File: src/rtl/dac_spi_tx.sv
// Dual-channel SPI DAC writer: one 16-bit frame per channel,
// then an LDAC strobe so every channel output updates together.
module dac_spi_tx #(
  parameter int N_CH    = 2,
  parameter int DW      = 12,
  parameter int CLK_DIV = 8,
  parameter int CS_GAP  = 2
) (
  input  logic          clk,
  input  logic          rstn,
  input  logic [DW-1:0] din_data [N_CH],
  input  logic          din_val,
  output logic          busy,
  output logic          done,
  output logic          ovf,
  output logic          dac_sclk,
  output logic          dac_csn,
  output logic          dac_mosi,
  output logic          dac_ldacn
);

  typedef enum logic [2:0] {
    S_IDLE,
    S_LOAD,
    S_SHIFT,
    S_GAP,
    S_LDAC
  } state_t;

  localparam logic [7:0] DIV_TC  = 8'(CLK_DIV - 1);
  localparam logic [7:0] GAP_TC  = 8'(CS_GAP - 1);
  localparam logic [7:0] BIT_TC  = 8'd31;
  localparam logic [1:0] CH_LAST = 2'(N_CH - 1);

  state_t state_q, state_d;

  logic [7:0]    div_q, div_d;
  logic [7:0]    cnt_q, cnt_d;
  logic [1:0]    ch_q, ch_d;
  logic [1:0]    ch_inc;
  logic [15:0]   sr_q, sr_d;
  logic [15:0]   frame;
  logic [DW-1:0] shadow_q [N_CH];
  logic [DW-1:0] sel;

  logic sclk_q, sclk_d;
  logic csn_q, csn_d;
  logic mosi_q, mosi_d;
  logic ldacn_q, ldacn_d;
  logic busy_q, busy_d;
  logic done_q, done_d;
  logic ovf_q, ovf_d;
  logic tick;
  logic shadow_we;

  always_comb begin
    sel = shadow_q[0];
    for (int i = 1; i < N_CH; i++) begin
      if (ch_q == 2'(i)) sel = shadow_q[i];
    end
  end

  assign frame     = {ch_q, 2'b01, 12'(sel)};
  assign tick      = (div_q == DIV_TC);
  assign ch_inc    = ch_q + 2'd1;
  assign shadow_we = (state_q == S_IDLE) && din_val;

  always_comb begin
    state_d = state_q;
    div_d   = tick ? 8'd0 : div_q + 8'd1;
    cnt_d   = cnt_q;
    ch_d    = ch_q;
    sr_d    = sr_q;
    sclk_d  = sclk_q;
    csn_d   = csn_q;
    mosi_d  = mosi_q;
    ldacn_d = ldacn_q;
    done_d  = 1'b0;
    ovf_d   = din_val && (state_q != S_IDLE);

    unique case (state_q)
      S_IDLE: begin
        if (din_val) begin
          ch_d    = 2'd0;
          csn_d   = 1'b0;
          mosi_d  = 1'b0;
          state_d = S_LOAD;
        end
      end
      S_LOAD: begin
        sr_d    = frame;
        div_d   = 8'd0;
        cnt_d   = 8'd0;
        state_d = S_SHIFT;
      end
      S_SHIFT: begin
        if (tick) begin
          if (cnt_q == BIT_TC) begin
            sclk_d  = 1'b0;
            csn_d   = 1'b1;
            mosi_d  = 1'b0;
            div_d   = 8'd0;
            cnt_d   = 8'd0;
            state_d = S_GAP;
          end else begin
            sclk_d = ~sclk_q;
            cnt_d  = cnt_q + 8'd1;
            // falling edge: present the next bit
            if (sclk_q) begin
              mosi_d = sr_q[14];
              sr_d   = sr_q << 1;
            end
          end
        end
      end
      S_GAP: begin
        if (tick) begin
          cnt_d = cnt_q + 8'd1;
          if (cnt_q == GAP_TC) begin
            cnt_d = 8'd0;
            div_d = 8'd0;
            if (ch_q != CH_LAST) begin
              ch_d    = ch_inc;
              csn_d   = 1'b0;
              mosi_d  = ch_inc[1];
              state_d = S_LOAD;
            end else begin
              ldacn_d = 1'b0;
              state_d = S_LDAC;
            end
          end
        end
      end
      S_LDAC: begin
        if (tick) begin
          ldacn_d = 1'b1;
          done_d  = 1'b1;
          state_d = S_IDLE;
        end
      end
      default: state_d = S_IDLE;
    endcase

    busy_d = (state_d != S_IDLE);
  end

  always_ff @(posedge clk) begin
    if (!rstn) begin
      state_q <= S_IDLE;
      div_q   <= 8'd0;
      cnt_q   <= 8'd0;
      ch_q    <= 2'd0;
      sr_q    <= 16'd0;
      sclk_q  <= 1'b0;
      csn_q   <= 1'b1;
      mosi_q  <= 1'b0;
      ldacn_q <= 1'b1;
      busy_q  <= 1'b0;
      done_q  <= 1'b0;
      ovf_q   <= 1'b0;
    end else begin
      state_q <= state_d;
      div_q   <= div_d;
      cnt_q   <= cnt_d;
      ch_q    <= ch_d;
      sr_q    <= sr_d;
      sclk_q  <= sclk_d;
      csn_q   <= csn_d;
      mosi_q  <= mosi_d;
      ldacn_q <= ldacn_d;
      busy_q  <= busy_d;
      done_q  <= done_d;
      ovf_q   <= ovf_d;
    end
  end

  // shadow copy decouples frames from later din_data changes
  always_ff @(posedge clk) begin
    if (shadow_we) shadow_q <= din_data;
  end

  assign busy      = busy_q;
  assign done      = done_q;
  assign ovf       = ovf_q;
  assign dac_sclk  = sclk_q;
  assign dac_csn   = csn_q;
  assign dac_mosi  = mosi_q;
  assign dac_ldacn = ldacn_q;

endmodule

File: config.mk
export PLATFORM = sky130hd
export DESIGN_NAME = dac_spi_tx
export DESIGN_NICKNAME = d
export VERILOG_FILES = /design/src/rtl/dac_spi_tx.sv
export SDC_FILE = /design/constraint.sdc
export NUM_CORES = 1
export LEC_CHECK = 0
export ABC_AREA = 0
export BUFFER_PORTS_ARGS = -buffer_cell sky130_fd_sc_hd__buf_4
export CORE_UTILIZATION = 46
export DETAILED_ROUTE_END_ITERATION = 10
export PLACE_DENSITY = 0.69
export SLEW_MARGIN = 20
export SYNTH_ARGS = -nofsm -noshare
export SYNTH_HDL_FRONTEND = slang
export SYNTH_SLANG_ARGS = --single-unit
export TNS_END_PERCENT = 5
File: constraint.sdc
create_clock -name clk -period 2.1 [get_ports clk]
set_input_delay 0.21 -clock clk [delete_from_list [all_inputs] [get_ports clk]]
set_output_delay 0.21 -clock clk [all_outputs]
set_load 0.005 [all_outputs]
# After elaboration in Yosys (flattened, before gate mapping)
# Index checks and enable logic that the tools add are counted.
# totals
in_bits,27
ff_bits,67
out_inout_bits,7
# op_classes
n_eq_ne,20
n_mux,50
reduce_logical,18
bitwise_logic,1
add_sub_neg,3
# ops
op,count
2-to-1 mux 8 bit,9
case mux 8 bit (3 select lines),2
2-to-1 mux 15 bit,3
case mux 15 bit (2 select lines),1
2-to-1 mux 3 bit,7
inequality test 2 bit (second input constant),10
2-to-1 mux 1 bit,18
adder 8 x 1 -> 8 bit (second input constant),2
case mux 3 bit (5 select lines),1
AND reduction 7 bit,2
2-to-1 mux 12 bit,1
nonzero test 3 bit,4
AND reduction 5 bit,2
== test 8 x 1 -> 1 bit (second input constant),1
== test 8 x 3 -> 1 bit (second input constant),1
== test 8 x 5 -> 1 bit (second input constant),1
2-to-1 mux 2 bit,4
== test 3 x 2 -> 1 bit (second input constant),2
case mux 1 bit (3 select lines),2
nonzero test 2 bit,3
case mux 2 bit (2 select lines),1
AND reduction 2 bit,2
AND reduction 4 bit,1
== test 3 x 1 -> 1 bit (second input constant),1
10 further kinds,11

# Depth between registers and ports, before layout
# Gate-level depths: netlist (run 1).
# logic_depth
depth_word,6
depth_mapped,8
mapped_depth_nobuf,6

# Worst setup path after synthesis (run 1)
# No wires, ideal clock.
# synth_path
kind,register to register
from,register cnt_q[0]
to,register sr_q[10]
path_stages_with_launch,7
path_slack_ns,0.318
arrival_ns,1.710
path_cell_list,dfxtp_1 -> ha_1 -> and4_2 -> a21oi_1 -> a31oi_2 -> buf_6 -> mux2i_1
# synth_via
elab_chain_len,3
# synth_lines
element,line_no,source
"start, declared",38,"logic [7:0] cnt_q, cnt_d;"
"start signal, assigned",164,cnt_q <= cnt_d;
== test 8 x 5 -> 1 bit,98,if (cnt_q == BIT_TC) begin
inequality test 2 bit (no line),-,
AND reduction 4 bit (no line),-,
"end signal, assigned",166,sr_q <= sr_d;
"end, declared",41,"logic [15:0] sr_q, sr_d;"
# No other way between the ends.
# A chain may end at the register's enable or synchronous reset.

# Worst setup path after layout (run 1)
# layout_path
from,register cnt_q[0]
to,register sr_q[7]
# The elaborated chain is that of the path after synthesis.

==> results of run 1 <==
## worst reg2reg max path, delay by kind of cell, from the launching register on
family          cells  cell delay, ps
flops               1             460
mux                 1             220
buf+inv             1             260
fa+ha+maj           1             290
compound gates      2             350
simple gates        1             290
## cell families (layout without fill, tap and decap cells)
kind of cell / after synthesis / in the layout / share of synthesized area, %
adder cells (fa/ha/maj): 4 / 4 / 1.60
flip-flops: 67 / 67 / 50.5
multiplexers: 28 / 28 / 8.99
AND/OR/NAND/NOR: 116 / 116 / 21.1
XOR/XNOR: 6 / 6 / 1.68
buffers and inverters: 24 / 63 / 3.52
AO/OA/AOI/OAI: 57 / 57 / 12.6
## synthesized netlist by cell type (3+ instances only)
cell | count | share of area (%)
dfxtp_1 | 43 | 27
nand2_1 | 42 | 5.0
mux2i_1 | 27 | 8.6
edfxtp_1 | 24 | 23
o211ai_1 | 14 | 3.4
nor2_1 | 13 | 1.6
clkbuf_1 | 12 | 1.4
a31oi_1 | 11 | 2.2
nand3_1 | 10 | 1.6
a21oi_1 | 9 | 1.4
o21ai_0 | 6 | 0.96
and3_1 | 5 | 1.0
inv_1 | 5 | 0.60
nand4_1 | 5 | 1.0
nor3_1 | 5 | 0.80
xor2_1 | 5 | 1.4
buf_2 | 4 | 0.64
ha_1 | 4 | 1.6
nand2b_1 | 4 | 0.80
or3_1 | 4 | 0.80
nor3b_1 | 3 | 0.72
nor4_1 | 3 | 0.60
o22ai_1 | 3 | 0.60
## power by group through the flow
stage          Clock [mW]  Sequential (mW)  Combinational [mW]
2_1_floorplan           0             1.47               0.169
3_3_place_gp            0             1.48               0.248
3_5_place_dp            0             1.48               0.253
4_1_cts              1.20             1.45               0.254
5_1_grt              1.26             1.46               0.276
6_report             1.18             1.45               0.251
## path summary, 6_finish.rpt
path	from	endpoint	slack, ps
worst max register to register	cnt_q[0]	sr_q[7]	150
worst max-delay path	cnt_q[0]	sr_q[7]	150
worst min-delay path	din_data[0]	shadow_q[0]	30
worst min register to register	dac_ldacn	dac_ldacn	460
## through the flow
| stage | area [sq um] | worst slack [ps] | cells |
|---|---|---|---|
| 2_1_floorplan | 3130 | 318 | 302 |
| 3_3_place_gp | 3450 | 235 | 402 |
| 3_5_place_dp | 3450 | 123 | 402 |
| 4_1_cts | 3670 | 110 | 418 |
| 5_1_grt | 3670 | 36.4 | 418 |
| 6_report | 3670 | 148 | 418 |
## state kept, by name, indices dropped and copies added, names as in the netlist
| register | cells |
|---|---|
| busy | 1 |
| div_q | 8 |
| dac_csn | 1 |
| ovf | 1 |
| sr_q | 15 |
| dac_ldacn | 1 |
| dac_mosi | 1 |
| cnt_q | 8 |
| done | 1 |
| shadow_q | 24 |
| ch_q | 2 |
| dac_sclk | 1 |
| state_q | 3 |
## per-layer routing
| layer | wire length [um] | vias to the layer above |
|---|---|---|
| met5 | 0 | - |
| met4 | 126 | 0 |
| met3 | 296 | 13 |
| met2 | 2980 | 64 |
| met1 | 2650 | 1116 |
| li1 | - | 1191 |
## cells in the final DEF, fill, tap and decap left out, types with 2 or more instances in the layout
| cell type | count |
|---|---|
| a31oi_1 | 11 |
| o211ai_1 | 14 |
| o311ai_0 | 2 |
| nor3_1 | 5 |
| or3b_2 | 2 |
| nor2b_1 | 2 |
| a21oi_1 | 9 |
| ha_1 | 3 |
| nand3_1 | 10 |
| dfxtp_1 | 43 |
| nand2b_1 | 4 |
| nand2_1 | 42 |
| nand3b_1 | 2 |
| clkinv_2 | 2 |
| xor2_1 | 5 |
| clkbuf_8 | 10 |
| o2111ai_1 | 2 |
| nor2_1 | 13 |
| nor3_4 | 2 |
| and3_1 | 5 |
| edfxtp_1 | 24 |
| and2_1 | 2 |
| bufinv_16 | 2 |
| nand4_1 | 5 |
| mux2i_1 | 27 |
| or3_1 | 4 |
| o22ai_1 | 3 |
| o21ai_0 | 6 |
| or4_1 | 2 |
| nor3b_1 | 3 |
| nor4_1 | 3 |
| inv_1 | 5 |
| buf_4 | 42 |
## final cells by class
class	count	share of cell area (%)
tap	77	2.62
clock buffer	11	3.85
timing repair buffer	42	8.58
clock inverter	5	2.11
multi-input combinational	211	39.3
sequential	67	43.1
inverter	5	0.511
==> run metrics, run 1 <==
status=complete, no violations; final-layout fill cell count=585; Critical Path Slowest Stage Cell=dfxtp_1; number of port buffers=33; R2R depth=6; worst min-delay path class=in -> reg; count of cell types in the netlist=55; fmax=0.512 GHz; Die X-Extent=84.5 um; switch share=22.5%; Crit Path Max Fanout=13; Rel. slew slack=67.7%; Comb pwr share=8.7%; DP HPWL=4130 um; crit path buf inv count=1; Post-CTS Setup Bufs=0; Leak=1.38 nW; Slowest Stage Delay on Critical Path=460 ps; Final Hold Fails=0; Die Area=7140 sq um; Skew-Pair Late Insertion Delay=350 ps; PostCTS Resize Cnt=0; sequential area share after synthesis=50.5%; Post-Syn Area=3130 sq um; Mapped Cells=302; area grow syn2layout=17.3%; Post-Synthesis Mean Instance Area=10.4 sq um; Routed WL per cell=14.5 um; Final Setup Violations=0; nets=367; clk root buf=clkbuf_8; TNS Setup=0 ps; min cycle time layout=1950 ps; Reg area=1580 sq um; Flop pwr share=50.4%; #FFs+latches synth=67; Initial Utilization=48.5%; CP Data Required Time=2370 ps; # rows=29; TritonCTS clock tree=done; clk buf depth=2; gr ovfl total=0; Slew Limit Fails=0; GR Layer Usage met2=29.6%; height of the die=84.5 um; Top Ports=34; Via density=5.70; Power Density=784 nW/um^2; diode count=0; period utilisation layout=93.0%; fraction of registers with async set/reset=0%; overall power=2.88 mW; met1 usage=23.4%; P_int=2.23 mW; crit path DAT=2230 ps; Syn Nets=333; RePlAce Congestion=0.810; Most used DFF post-synth=dfxtp_1; Stages on worst setup path=6; DRC=0; vias in the first global route=2228; post-layout util=56.9%; Worst Hold Depth=1; layout cells sized above 1=21.1%; worst vdd ir=487 uV; initial antenna violation count=0; grt peak-use layer=met2; Min Hold Slack=34.4 ps; switching pwr=0.648 mW; Worst Path Class, Setup=reg -> reg; Antenna Violating Nets Remaining=0; Clk pin slew, worst setup/hold paths=70 ps; H-tree depth=3; Worst-Margin Slew=484 ps; hold_buf cts=0; count of TritonRoute iterations in the first routing pass=5; first-pass GRT wire length=10100 um; CTS Sinks=67; met3 Track Usage GR=3.83%; crit path cell chain=ha_2, and4_2, a21oi_1, a31oi_2, buf_4, mux2i_1; MaxCap Viol Count=0; crit path capture type=flip-flop; RSZ-0062 raised after global routing=no; Setup Skew=9.96 ps; largest net degree at the start of global routing=43; clock share of power=40.9%; area of the multi-input gates=1440 sq um; Initial DRC Count=124; Post-synth EDFFs=24; CTS Buf Count=9; gr usage total=18.4%; area of the core=6460 sq um; crit-path leading delay family=flip-flops; Startpoint Class=flip-flop; Ys Warns=0; final WL=6050 um; DR vias=2384
Power figures use the tool's default switching activity.
==> inputs of run 2 (changes only) <==
Settings changed: MAX_ROUTING_LAYER set to met4.
==> run metrics, run 2 (same netlist as run 1, synthesis figures left out) <==
clk buf depth=2; first-pass GRT wire length=10100 um; # rows=29; TritonCTS clock tree=done; Via density=5.73; Final Hold Fails=0; Die X-Extent=84.5 um; most common cell after layout, fill and taps aside=dfxtp_1; Post-Place Setup Slack=123 ps; nets=367; RePlAce Congestion=0.821; DRC=0; Worst Path Class, Setup=reg -> reg; Reg area=1580 sq um; Die Area=7140 sq um; status=complete, no violations; post-layout util=56.9%; Worst-Margin Slew=473 ps; worst min-delay path class=in -> reg; final-layout fill cell count=585; Setup Skew=11.1 ps; crit path DAT=2210 ps; Crit Path Max Fanout=13; area of the multi-input gates=1440 sq um; MaxCap Viol Count=0; Slew Limit Fails=0; Slowest Stage Delay on Critical Path=460 ps; Initial DRC Count=117; Min Hold Slack=36.7 ps; period utilisation layout=92.6%; height of the die=84.5 um; diode count=0; layout cells sized above 1=21.1%; area of the core=6460 sq um; CTS Sinks=67; vias in the first global route=2233; Reg with most FFs=shadow_q; Rel. slew slack=68.5%; fmax=0.514 GHz; final worst slack=156 ps; crit path cell chain=ha_2, and4_2, a21oi_1, a31oi_2, buf_4, mux2i_1; CP Data Required Time=2370 ps; max FFs per register=24; largest registers=shadow_q (24), sr_q (15); Routed WL per cell=14.4 um; count of TritonRoute iterations in the first routing pass=4; crit path capture type=flip-flop; CTS Buf Count=9; Antenna Violating Nets Remaining=0; gr ovfl total=0; Final Setup Violations=0; highest-count cells in the layout ignoring fill and taps=dfxtp_1, nand2_1, buf_4; clk root buf=clkbuf_8; number of port buffers=33; DR vias=2394; DP HPWL=4130 um; Startpoint Class=flip-flop; min cycle time layout=1940 ps; initial antenna violation count=0; H-tree depth=3; RSZ-0062 raised after global routing=no; Power Density=783 nW/um^2; Skew-Pair Late Insertion Delay=340 ps; Initial Utilization=48.5%; TNS Setup=0 ps; gr usage total=18.9%; worst vdd ir=483 uV; Top Ports=34; Leak=1.38 nW; final WL=6010 um; area grow syn2layout=17.3%; largest net degree at the start of global routing=43; Clk pin slew, worst setup/hold paths=70 ps; Critical Path Slowest Stage Cell=dfxtp_1
[run 2: critical path, delay by kind of cell, from the launching register on]
family                   cells  cell delay [ps]
AO/OA/AOI/OAI                2              350
adder cells (fa/ha/maj)      1              290
buffers and inverters        1              260
flip-flops                   1              460
multiplexers                 1              220
AND/OR/NAND/NOR              1              290
[run 2: path summary, 6_finish.rpt]
path               startpoint          end  slack [ps]  depth (start not counted)
hold / removal    din_data[0]  shadow_q[0]          40                          1
hold reg to reg     dac_ldacn    dac_ldacn         460                          1
setup / recovery     cnt_q[0]      sr_q[7]         160                          6
setup reg to reg     cnt_q[0]      sr_q[7]         160                          6
[run 2: repair_timing]
action / in CTS / in global routing
setup endpoints to repair: 0 / 2
buffers inserted: 0 / 0
gates resized for setup: 0 / 1
hold buffers: 0 / 0
[run 2: routing by layer]
metal  GRT usage (%)  wire (um)  vias up
met3            4.72        235        8
met5               -          0        -
met2            29.6       3000       59
met1            23.3       2710     1136
met4            8.01         65        0
li1                -          -     1191
[run 2: layout make-up]
cell class / instances / share of cell area (%)
clock buffer: 11 / 3.85
clock inverter: 5 / 2.11
inverter: 5 / 0.511
multi-input combinational: 211 / 39.3
sequential: 67 / 43.1
tap: 77 / 2.62
timing repair buffer: 42 / 8.58
[run 2: power breakdown]
group          switching, mW  internal, mW  leakage, nW
clock                  0.476         0.697        0.109
sequential            0.0352          1.42        0.578
combinational          0.132         0.118        0.697
total                  0.643          2.23         1.38
[run 2: stage by stage]
step	power, mW	instance area, sq um	std cells
finish	2.87	3670	418
global route	3.00	3670	418
CTS	2.91	3670	418
detailed placement	1.73	3450	402
global placement	1.73	3450	402
floorplan	1.64	3130	302
==> inputs of run 3 (changes only) <==
Settings changed: SETUP_SLACK_MARGIN set to 0.3.
==> run metrics, run 3 (same netlist as run 1, synthesis figures left out) <==
RePlAce Congestion=0.821; final-layout fill cell count=583; Power Density=775 nW/um^2; clock share of power=40.8%; height of the die=84.5 um; Die X-Extent=84.5 um; CTS Buf Count=9; final WL=6040 um; gr usage total=19.1%; clk buf depth=2; CTS Sinks=67; Startpoint Class=flip-flop; Min Hold Slack=32.6 ps; layout cells sized above 1=22.4%; highest-count cells in the layout ignoring fill and taps=buf_4, nand2_1, dfxtp_1; period utilisation layout=85.9%; largest registers=shadow_q (24), sr_q (15); Leak=1.40 nW; clk root buf=clkbuf_8; Die Area=7140 sq um; count of TritonRoute iterations in the first routing pass=4; area of the multi-input gates=1460 sq um; Clk pin slew, worst setup/hold paths=70 ps; area of the core=6460 sq um; Final Setup Violations=0; WHS Endpoint=shadow_q[0]; Antenna Violating Nets Remaining=0; Routed WL per cell=14.4 um; Via density=5.69; Crit Reg-Reg Startpoint=cnt_q[0]; DP HPWL=4130 um; TritonCTS clock tree=done; Slew Limit Fails=0; R2R depth=5; crit path capture type=flip-flop; status=complete, no violations; Worst Path Class, Setup=reg -> reg; Crit Path Max Fanout=8; H-tree depth=3; first-pass GRT wire length=10200 um; number of port buffers=33; vias in the first global route=2251; gr ovfl total=0; largest net degree at the start of global routing=43; Worst Hold Depth=1; fmax=0.554 GHz; Reg area=1580 sq um; crit path DAT=2080 ps; RSZ-0062 raised after global routing=yes; CP Data Required Time=2370 ps; switching pwr=0.651 mW; initial antenna violation count=0; Initial Utilization=48.5%; min cycle time layout=1800 ps; Flop pwr share=50.3%; Worst-Margin Slew=466 ps; Top Ports=34; MaxCap Viol Count=0; switch share=22.5%; Rel. slew slack=68.9%; DRC=0; TNS Setup=0 ps; most common cell after layout, fill and taps aside=buf_4; FF-to-FF End=ch_q[0]; Skew-Pair Late Insertion Delay=350 ps; max FFs per register=24; P_int=2.24 mW; R2R Setup Slk=300 ps; DR vias=2396; hold_sp=din_data[0]; nets=370; diode count=0; # rows=29; worst min-delay path class=in -> reg; area grow syn2layout=18.9%; worst vdd ir=484 uV; Comb pwr share=9.0%; Setup Skew=10.3 ps; Final Hold Fails=0; Reg with most FFs=shadow_q; hold_buf cts=0; Initial DRC Count=96
==> run 3: how the worst max path moves through the flow <==
| stage | from | end | slack [ps] |
|---|---|---|---|
| 3_3_place_gp | cnt_q[0] | sr_q[7] | 240 |
| 5_1_grt | div_q[0] | dac_sclk | 190 |
| 3_5_place_dp | cnt_q[0] | sr_q[7] | 120 |
| 2_1_floorplan | cnt_q[0] | sr_q[10] | 320 |
| 4_1_cts | div_q[0] | cnt_q[0] | 250 |
| 6_report | cnt_q[0] | ch_q[0] | 300 |
==> run 3: layout make-up <==
class | count | area share (%)
tap | 77 | 2.59
clock inverter | 5 | 2.08
multi-input combinational | 211 | 39.3
inverter | 5 | 0.504
timing repair buffer | 45 | 9.17
clock buffer | 11 | 3.80
sequential | 67 | 42.5
==> run 3: what timing repair did <==
action | CTS | global route
setup endpoints to repair | 20 | 29
pin swaps | 0 | 0
gates cloned | 1 | 0
setup buffers | 0 | 2
hold endpoints to repair | 0 | 0
resized for setup | 5 | 3
==> run 3: critical path, cell delays in order (launching register included) <==
cell and delay [ps]:
dfxtp_2 420, ha_1 170, nor4b_4 310, nand4_4 190
or4_1 490, a21oi_1 140
==> run 3: per-stage QoR <==
step,utilization (%),setup WS [ps],std cells,cell area (sq um),power [mW]
global placement,53.4,235,402,3450,1.73
global route,57.7,191,421,3720,3.01
detailed placement,53.4,123,402,3450,1.73
CTS,57.2,249,419,3700,2.91
floorplan,-,318,302,3130,1.64
finish,57.7,296,421,3720,2.89
==> run 3: power groups by stage <==
stage               logic [mW]  clock network, mW  registers (mW)
floorplan                0.169                  0            1.47
global placement         0.248                  0            1.48
detailed placement       0.253                  0            1.48
CTS                      0.257               1.20            1.45
global route             0.284               1.26            1.46
finish                   0.259               1.18            1.45
==> run 3: metal layers <==
metal / up-vias / GRT usage, % / share of wire, %
li1: 1195 / - / -
met1: 1142 / 23.3 / 45
met2: 47 / 30.3 / 49
met3: 12 / 4.72 / 3.7
met4: 0 / 8.01 / 2.1
met5: - / - / 0
